### config.mk
export PLATFORM = sky130hd
export DESIGN_NAME = instr_fetch_unit
export DESIGN_NICKNAME = d
export VERILOG_FILES = /design/src/rtl/instr_fetch_unit.sv
export SDC_FILE = /design/constraint.sdc
export NUM_CORES = 1
export LEC_CHECK = 0
export ABC_AREA = 1
export BUFFER_PORTS_ARGS = -buffer_cell sky130_fd_sc_hd__buf_2
export CORE_ASPECT_RATIO = 0.5
export CORE_UTILIZATION = 35
export CTS_CLUSTER_DIAMETER = 120
export DETAILED_ROUTE_END_ITERATION = 10
export PLACE_DENSITY = 0.56
export SLEW_MARGIN = 15
export SYNTH_ARGS = -nofsm -noshare
export SYNTH_HDL_FRONTEND = slang
export SYNTH_SLANG_ARGS = --single-unit
export TNS_END_PERCENT = 100
### constraint.sdc
create_clock -name clk -period 3.3 [get_ports clk]
set_clock_uncertainty 0.15 [all_clocks]
set_input_delay 0.66 -clock clk [delete_from_list [all_inputs] [get_ports clk]]
set_output_delay 0.66 -clock clk [all_outputs]
set_load 0.01 [all_outputs]
### src/rtl/instr_fetch_unit.sv
// Instruction fetch unit: single-outstanding request fetcher with
// branch kill, one-entry hold buffer and registered IF outputs.
module instr_fetch_unit #(
    parameter logic [31:0] RESET_PC = 32'h0000_0000,
    parameter int unsigned PC_STEP  = 4
) (
    input  logic        clk,
    input  logic        rst,
    input  logic        freeze,
    input  logic        branch_taken,
    input  logic [31:0] branch_addr,
    output logic        imem_req_valid,
    output logic [31:0] imem_req_addr,
    input  logic        imem_req_ready,
    input  logic        imem_resp_valid,
    input  logic [31:0] imem_resp_data,
    output logic        if_valid,
    output logic [31:0] instruction_out,
    output logic [31:0] pc_out
);

    typedef enum logic [1:0] {
        S_REQ,
        S_WAIT,
        S_HOLD
    } state_e;

    localparam logic [31:0] STEP = 32'(PC_STEP);

    state_e      state_q, state_d;
    logic [31:0] pc_q, pc_d;
    logic [31:0] req_pc_q, req_pc_d;
    logic        kill_q, kill_d;
    logic [31:0] hold_data_q, hold_data_d;
    logic        if_valid_q, if_valid_d;
    logic [31:0] instr_q, instr_d;
    logic [31:0] pc_out_q, pc_out_d;
    logic [31:0] next_pc;

    // Address of the word after the in-flight one, wraps modulo 2^32
    assign next_pc = req_pc_q + STEP;

    // Request is gated off by a same-cycle redirect and by reset
    assign imem_req_valid  = (state_q == S_REQ) && !branch_taken && !rst;
    assign imem_req_addr   = pc_q;
    assign if_valid        = if_valid_q;
    assign instruction_out = instr_q;
    assign pc_out          = pc_out_q;

    // Next-state: request handshake, response routing, redirect and stall
    always_comb begin
        state_d     = state_q;
        pc_d        = pc_q;
        req_pc_d    = req_pc_q;
        kill_d      = kill_q;
        hold_data_d = hold_data_q;
        instr_d     = instr_q;
        pc_out_d    = pc_out_q;
        if_valid_d  = freeze ? if_valid_q : 1'b0;
        unique case (state_q)
            S_REQ: begin
                if (branch_taken) begin
                    pc_d       = branch_addr;
                    if_valid_d = 1'b0;
                end else if (imem_req_ready) begin
                    req_pc_d = pc_q;
                    state_d  = S_WAIT;
                end
            end
            S_WAIT: begin
                if (branch_taken) begin
                    pc_d       = branch_addr;
                    if_valid_d = 1'b0;
                    if (imem_resp_valid) begin
                        kill_d  = 1'b0;
                        state_d = S_REQ;
                    end else begin
                        kill_d = 1'b1;
                    end
                end else if (imem_resp_valid) begin
                    if (kill_q) begin
                        kill_d  = 1'b0;
                        state_d = S_REQ;
                    end else if (!freeze) begin
                        instr_d    = imem_resp_data;
                        pc_out_d   = next_pc;
                        if_valid_d = 1'b1;
                        pc_d       = next_pc;
                        state_d    = S_REQ;
                    end else begin
                        hold_data_d = imem_resp_data;
                        pc_d        = next_pc;
                        state_d     = S_HOLD;
                    end
                end
            end
            S_HOLD: begin
                if (branch_taken) begin
                    pc_d       = branch_addr;
                    if_valid_d = 1'b0;
                    state_d    = S_REQ;
                end else if (!freeze) begin
                    instr_d    = hold_data_q;
                    pc_out_d   = next_pc;
                    if_valid_d = 1'b1;
                    state_d    = S_REQ;
                end
            end
            default: begin
                state_d = S_REQ;
            end
        endcase
    end

    // State registers with synchronous reset
    always_ff @(posedge clk) begin
        if (rst) begin
            state_q     <= S_REQ;
            pc_q        <= RESET_PC;
            req_pc_q    <= RESET_PC;
            kill_q      <= 1'b0;
            hold_data_q <= 32'h0;
            if_valid_q  <= 1'b0;
            instr_q     <= 32'h0;
            pc_out_q    <= 32'h0;
        end else begin
            state_q     <= state_d;
            pc_q        <= pc_d;
            req_pc_q    <= req_pc_d;
            kill_q      <= kill_d;
            hold_data_q <= hold_data_d;
            if_valid_q  <= if_valid_d;
            instr_q     <= instr_d;
            pc_out_q    <= pc_out_d;
        end
    end

endmodule
==> Word level (Yosys, flattened, before mapping) <==
Cells that the tools add are included.
{ "word_totals": {"regBits": 164, "inputBits": 70, "elab_cells": 80} }
{ "op_classes": {"addsub": 1, "n_eq_ne": 14, "n_mux": 39, "bitwise_logic": 2, "reduce_logical": 16} }
{ "op_table": {"columns": ["op", "count"], "rows": [
  ["$mux W32", 15],
  ["$pmux W32 S2", 3],
  ["$add A32 B3 Y32 const B", 1],
  ["$mux W2", 9],
  ["$ne A2 B2 Y1 const B", 8],
  ["$mux W1", 10],
  ["$reduce_and A5 Y1", 2],
  ["$ne A3 B3 Y1 const B", 3],
  ["$reduce_and A4 Y1", 2],
  ["$reduce_and A7 Y1", 1],
  ["$pmux W2 S3", 1],
  ["$reduce_bool A2 Y1", 3],
  ["$pmux W1 S3", 1],
  ["$reduce_and A3 Y1", 1],
  ["$eq A2 B1 Y1 const B", 1],
  ["$eq A2 B2 Y1 const B", 1],
  ["$logic_and A1 B1 Y1", 2],
  ["$logic_not A1 Y1", 2],
  ["$logic_not A2 Y1", 1],
  ["$ne A2 B1 Y1 const B", 1],
  ["$not A1 Y1", 2],
  ["$reduce_and A2 Y1", 1],
  ["$reduce_or A2 Y1", 1]
]} }

==> Longest topological paths before layout <==
Gate-level depths: netlist (run 1).
{ "logic_depth": {"word_depth": 6, "mapped_depth": 13, "mapped_depth_nobuf": 11} }

==> Worst setup path after synthesis (run 1) <==
OpenSTA, ideal clock, no wires.
{ "synth_path": {"kind": "input-to-output", "from": "in rst", "to": "out imem_req_valid", "t_arrival_ps": 1317, "required_time_ps": 2490, "slack_ps": 1173, "path_stages": 3, "path_cell_list": "clkbuf_1 > clkbuf_1 > nor3_1"} }
{ "synth_between": {"elab_chain_cells": 2} }
{ "synth_rtl": {"columns": ["element", "line", "text"], "rows": [
  ["start, declared", "8", "input logic rst,"],
  ["$logic_not A1 Y1", "44", "assign imem_req_valid = (state_q == S_REQ) && !branch_taken && !rst;"],
  ["$logic_and A1 B1 Y1", "44", null],
  ["end, declared", "12", "output logic imem_req_valid,"]
]} }
Every way passes these cells.

==> Final worst setup path (run 1) <==
{ "layout_path": {"from": "reg state_q[0]", "to": "reg instr_q[0] (netlist: instruction_out[0])"} }
{ "layout_between": {"elab_chain_cells": 3, "word_cells_on_any_way": 11, "classes_between": "eq/ne: 8; mux: 1; reduce/logical: 2"} }
{ "layout_rtl": {"columns": ["element", "line", "text"], "rows": [
  ["start, declared", "30", "state_e state_q, state_d;"],
  ["start signal, assigned", "127", "state_q <= state_d;"],
  ["$eq A2 B1 Y1 / $eq A2 B2 Y1 (equally long branches)", "60", "unique case (state_q)"],
  ["$ne A2 B2 Y1 (no line) / $reduce_bool A2 Y1 (equally long branches)", null, null],
  ["$reduce_and A7 Y1 (no line)", null, null],
  ["end signal, assigned", "133", "instr_q <= instr_d;"],
  ["end, declared", "36", "logic [31:0] instr_q, instr_d;"]
]} }
Parallel ways exist; a longest one is shown, timed or not.
A chain may end at the register's enable or synchronous reset.

==> results.yml, run 1 <==
grt:
  grt_antenna_before_repair: 0
  grt_pass1_vias: 6658
  grt_start_max_net_pins: 142
  grt_pass1_wl_um: 34000
  overflow: 0
  track_usage_pct: 19.9
flow_run:
  cap_violations: 0
drt:
  wl_per_cell_um: 14.8
  dr_total_vias: 7079
  dr.pass1.iters: 4
  drt_iter0_markers: 368
  finalWirelength_um: 21000
  drcViolationCount: 0
  drt-vias-per-instance: 4.97
  antenna_left: 0
timing:
  period_share_pct: 75.9
  totalNegativeSetupSlack_ns: 0
  fmax_ghz: 0.399
  finalHoldViolCount: 0
  worst_pin_slew_ns: 0.664
  finalCriticalPeriod_ns: 2.50
  rsz0062_at_grt: "false"
  setup_violations: 0
  max_slew_margin_pct: 55.7
  drv_slew: 0
power_and_ir_drop:
  ir_drop_uv: 308
  p_leak_nw: 4.09
  powerDensity_nw_per_um2: 625
worst_setup_path:
  crit_family: "buffers and inverters"
  worst-path-stages: 10
  startpoint_type: "flip-flop"
  path_cells: "inv_1 > ha_1 > clkinv_2 > nand2_2 > a21oi_1 > nand2_1 > inv_2 > buf_4 > o21ai_0 > a31oi_1"
  critPathArrivalTime_ns: 2.70
  critPathSlowestCell: "inv_2"
  worstRegToRegCells: 10
  cp_max_fo: 38
  crit_buf_inv: 4
  endpoint_kind: "flip-flop"
  criticalPathCategory: "reg2reg"
  crit_required_ns: 3.50
  slowest_delay_ns: 0.49
finish:
  final_net_count: 1223
  final_layout_size_suffix_gt1_share_pct: 21.4
  final_cell_mix: "nand2_1, buf_2, dfxtp_1"
  post-route-util_pct: 44.7
  synthToLayoutAreaGrowth_pct: 22.4
  layout_commonest_cell: "nand2_1"
  n_antenna_cell: 0
clock_network:
  clock_sinks: 164
  path_clk_slew_ns: 0.06
  cts-root-buf: "clkbuf_16"
  cts_buffers: 17
  cts_resized: 0
  cts_tree: "built"
  htreeDepth: 4
  clockBufferDepth: 2
  cts_setup_buffers: 0
  clk_latency_ns: 0.43
  cts_hold_buf: 0
yosys:
  synth-edff-count: 0
  synth-async-reset-ratio_pct: 0
  synthesis.area_um2: 7270
  syn_nets: 1087
  ys_seq_area_share_pct: 45.1
  netlist_instances: 1012
  synth_ff_type: "dfxtp_1"
  ys_seq_elements: 164
  netlist-cell-type-count: 33
  postSynthAreaPerCell_um2: 7.19
  yosysWarnings: 0
place:
  place_congestion: 0.861
  place_hpwl_um: 13900
  io_buffer_count: 167
die:
  die_y_um: 104
  die_area_um2: 21400
  die_w_um: 206
  rows: 36
  start_util_pct: 36.5
  coreArea_um2: 19900
  ioPinCount: 168
worst_hold_path:
  hold_path.class: "in2reg"
  min_path_cells: 2
run_status:
  status: "finished, final reports clean"
-- sequential cells by signal, indices dropped and copies added, names as in the netlist --
signal / cells
kill_q: 1
pc_out: 32
req_pc_q: 32
if_valid: 1
state_q: 2
hold_data_q: 32
instruction_out: 32
imem_req_addr: 32
-- worst register-to-register path: stages, from the launching register on --
cell and delay (ns):
dfxtp_1 0.41, inv_1 0.10, ha_1 0.30, clkinv_2 0.09
nand2_2 0.06, a21oi_1 0.14, nand2_1 0.09, inv_2 0.49
buf_4 0.33, o21ai_0 0.10, a31oi_1 0.16
-- cells by family after synthesis --
family	synth area share (%)
AO/OA/AOI/OAI	21.5
XOR/XNOR	2.01
adder cells (fa/ha/maj)	0.860
flip-flops	45.1
buffers and inverters	8.20
AND/OR/NAND/NOR	22.3
-- cell type report --
| type | count | area [um2] |
|---|---|---|
| Multi-Input combinational cell | 711 | 3410 |
| Fill cell | 2063 | 11000 |
| Clock inverter | 11 | 199 |
| Tap cell | 266 | 333 |
| Inverter | 76 | 288 |
| Timing Repair Buffer | 178 | 943 |
| Clock buffer | 19 | 453 |
| Sequential cell | 164 | 3280 |
-- cell usage after synthesis, drive strengths merged (3+ instances only) --
library cell,number,share of area [%]
xor2,15,2.0
a21oi,96,6.7
nand2,200,11
dfxtp,164,45
nor3,3,0.28
a31oi,37,3.2
ha,5,0.86
clkbuf,30,1.5
buf,31,2.7
o21ai,163,11
nand3,18,1.2
inv,75,3.9
nor2,167,9.7
-- path summary, 6_finish.rpt --
kind	startpoint	endpoint	slack [ns]
worst min register to register	hold_data_q[31]	instruction_out[31]	0.32
worst min-delay path	imem_resp_valid	kill_q	0.31
worst max-delay path	state_q[0]	instruction_out[0]	0.80
worst max register to register	state_q[0]	instruction_out[0]	0.80
-- metrics by stage --
stage          cell area (um2)  hold slack (ns)  setup WS, ns  instances  power (mW)
3_3_place_gp              8250            0.305         0.893       1395        3.36
3_5_place_dp              8250            0.311         0.843       1395        3.37
5_1_grt                   8900            0.295         0.594       1425        5.85
6_report                  8900            0.307         0.796       1425        5.57
4_1_cts                   8900            0.297         0.806       1425        5.62
2_1_floorplan             7270            0.284          1.17       1012        2.99
-- power by group --
part	switching (mW)	internal (mW)	leakage, nW
sequential	0.160	2.21	1.34
combinational	0.606	0.357	2.44
clock	0.854	1.38	0.308
-- routing by layer --
metal	up-vias	part of all wire (%)	track usage (%)
met5	-	0	0
met4	0	1.2	5.20
met3	18	4.1	4.86
met2	142	48	33.2
met1	3332	47	25.5
li1	3587	-	-
Power figures use the tool's default switching activity.
==> run 2, diff against run 1 <==
--- a/config.mk
+++ b/config.mk
@@ -11,7 +11,7 @@
 export CORE_UTILIZATION = 35
 export CTS_CLUSTER_DIAMETER = 120
 export DETAILED_ROUTE_END_ITERATION = 10
-export PLACE_DENSITY = 0.56
+export PLACE_DENSITY = 0.58
 export SLEW_MARGIN = 15
 export SYNTH_ARGS = -nofsm -noshare
 export SYNTH_HDL_FRONTEND = slang
==> constraint.sdc (replaced) <==
create_clock -name clk -period 2.3 [get_ports clk]
set_clock_uncertainty 0.15 [all_clocks]
set_input_delay 0.46 -clock clk [delete_from_list [all_inputs] [get_ports clk]]
set_output_delay 0.46 -clock clk [all_outputs]
set_load 0.01 [all_outputs]
==> results.yml, run 2 (synthesized netlist as in run 1, its figures left out) <==
die:
  ioPinCount: 168
  coreArea_um2: 19900
  die_area_um2: 21400
  die_y_um: 104
  die_w_um: 206
  rows: 36
  start_util_pct: 36.5
grt:
  grt_pass1_wl_um: 33200
  track_usage_pct: 19.3
  overflow: 0
  grt_start_max_net_pins: 103
  grt_antenna_before_repair: 3
  grt_pass1_vias: 6628
worst_setup_path:
  r2r_start: "state_q[1]"
  crit_required_ns: 1.69
  critPathArrivalTime_ns: 1.58
  slowest_delay_ns: 0.35
  r2r_end: "hold_data_q[0]"
  worstRegToRegCells: 9
  path_cells: "inv_1 > ha_1 > inv_1 > nor3_1 > buf_2"
  cp_max_fo: 5
  critPathSlowestCell: "dfxtp_1"
  criticalPathCategory: "reg2out"
  rrSetupSlack_ns: 0.23
  startpoint_type: "flip-flop"
  endpoint_kind: "output port"
  crit_top_cell: "inv_1"
place:
  postPlaceCellArea_um2: 8320
  io_buffer_count: 167
  place_congestion: 0.912
  place_hpwl_um: 14100
  placedCellCount: 1400
  dp_slack_ns: 0.176
timing:
  setup_violations: 0
  final.setup.worst_slack_ns: 0.114
  holdWs_ns: 0.123
  worst_pin_slew_ns: 0.639
  rsz0062_at_grt: "false"
  drv_slew: 0
  max_slew_margin_pct: 57.3
  finalHoldViolCount: 0
  fmax_ghz: 0.458
  period_share_pct: 95.0
  totalNegativeSetupSlack_ns: 0
  finalCriticalPeriod_ns: 2.19
worst_hold_path:
  holdPathEnd: "hold_data_q[21]"
  min_path_cells: 3
  min-delay-start: "imem_resp_data[21]"
  hold_path.class: "in2reg"
drt:
  drt_iter0_markers: 395
  finalWirelength_um: 21100
  dr.pass1.iters: 5
  drt-vias-per-instance: 4.96
  drcViolationCount: 0
  antenna_left: 0
  wl_per_cell_um: 14.7
  dr_total_vias: 7113
finish:
  n_antenna_cell: 0
  stdcell_area_um2: 8950
  final_net_count: 1229
  final_cell_mix: "nand2_1, buf_2, dfxtp_1"
  final_layout_size_suffix_gt1_share_pct: 21.9
  fillers: 2091
  final_cell_count_no_fill: 1433
  post-route-util_pct: 44.9
  layout_commonest_cell: "nand2_1"
  synthToLayoutAreaGrowth_pct: 23.0
power_and_ir_drop:
  powerDensity_nw_per_um2: 867
  ir_drop_uv: 591
  finalPower_mw: 7.76
  p_leak_nw: 4.11
clock_network:
  cts_tree: "built"
  cts_buffers: 17
  cts_setup_buffers: 0
  clockBufferDepth: 2
  clock_sinks: 164
  cts-root-buf: "clkbuf_16"
  path_clk_slew_ns: 0.06
  clk_latency_ns: 0.42
  htreeDepth: 4
run_status:
  status: "finished, final reports clean"
flow_run:
  cap_violations: 0
==> run 2: cell count changes in the layout (fill, tap and decap cells not counted) <==
| cell | before | now |
|---|---|---|
| inv_4 | 0 | 1 |
| ha_2 | 0 | 1 |
| clkbuf_16 | 17 | 18 |
| inv_8 | 0 | 1 |
| bufinv_16 | 5 | 2 |
| inv_6 | 2 | 3 |
| buf_4 | 9 | 12 |
| buf_12 | 2 | 4 |
| clkinvlp_4 | 3 | 4 |
| clkbuf_1 | 0 | 1 |
| clkinv_4 | 1 | 2 |
| clkinv_2 | 2 | 1 |
| ha_1 | 5 | 4 |
==> run 2: area by class of cell <==
type | count | area (um2) | area share [%]
multi-input combinational | 711 | 3410 | 38.1
sequential | 164 | 3280 | 36.7
timing repair buffer | 184 | 1030 | 11.5
clock buffer | 20 | 457 | 5.10
tap | 266 | 333 | 3.72
inverter | 76 | 289 | 3.23
clock inverter | 12 | 145 | 1.62
==> run 2: what timing repair did <==
action / CTS / global route
setup endpoints to repair: 0 / 24
gates resized for setup: 0 / 2
hold buffers: 0 / 0
==> run 2: power by group <==
group | internal [mW] | switching (mW) | total [mW] | leakage, nW
Clock | 1.68 | 1.25 | 2.93 | 0.282
Sequential | 3.16 | 0.221 | 3.39 | 1.34
Combinational | 0.550 | 0.898 | 1.45 | 2.48
Total | 5.39 | 2.37 | 7.76 | 4.11
==> run 2: worst max-delay path by stage <==
stage	startpoint	to	cells past startpoint
floorplan	state_q[0]	instruction_out[5]	11
global placement	state_q[0]	instruction_out[5]	10
detailed placement	state_q[0]	instruction_out[1]	10
CTS	state_q[0]	imem_req_valid	5
global route	state_q[1]	hold_data_q[0]	9
finish	state_q[0]	imem_req_valid	5
==> run 2: critical path, delay by kind of cell (launching register included) <==
kind	cells	cell delay (ns)
adder cells (fa/ha/maj)	1	0.29
buffers and inverters	3	0.39
flip-flops	1	0.35
AND/OR/NAND/NOR	1	0.13
==> run 2: layer usage <==
metal	GRT usage, %	routed length [um]	vias up
li1	-	-	3592
met1	25.3	9740	3348
met2	32.4	10300	150
met3	3.95	890	19
met4	4.20	150	4
met5	0	23	-
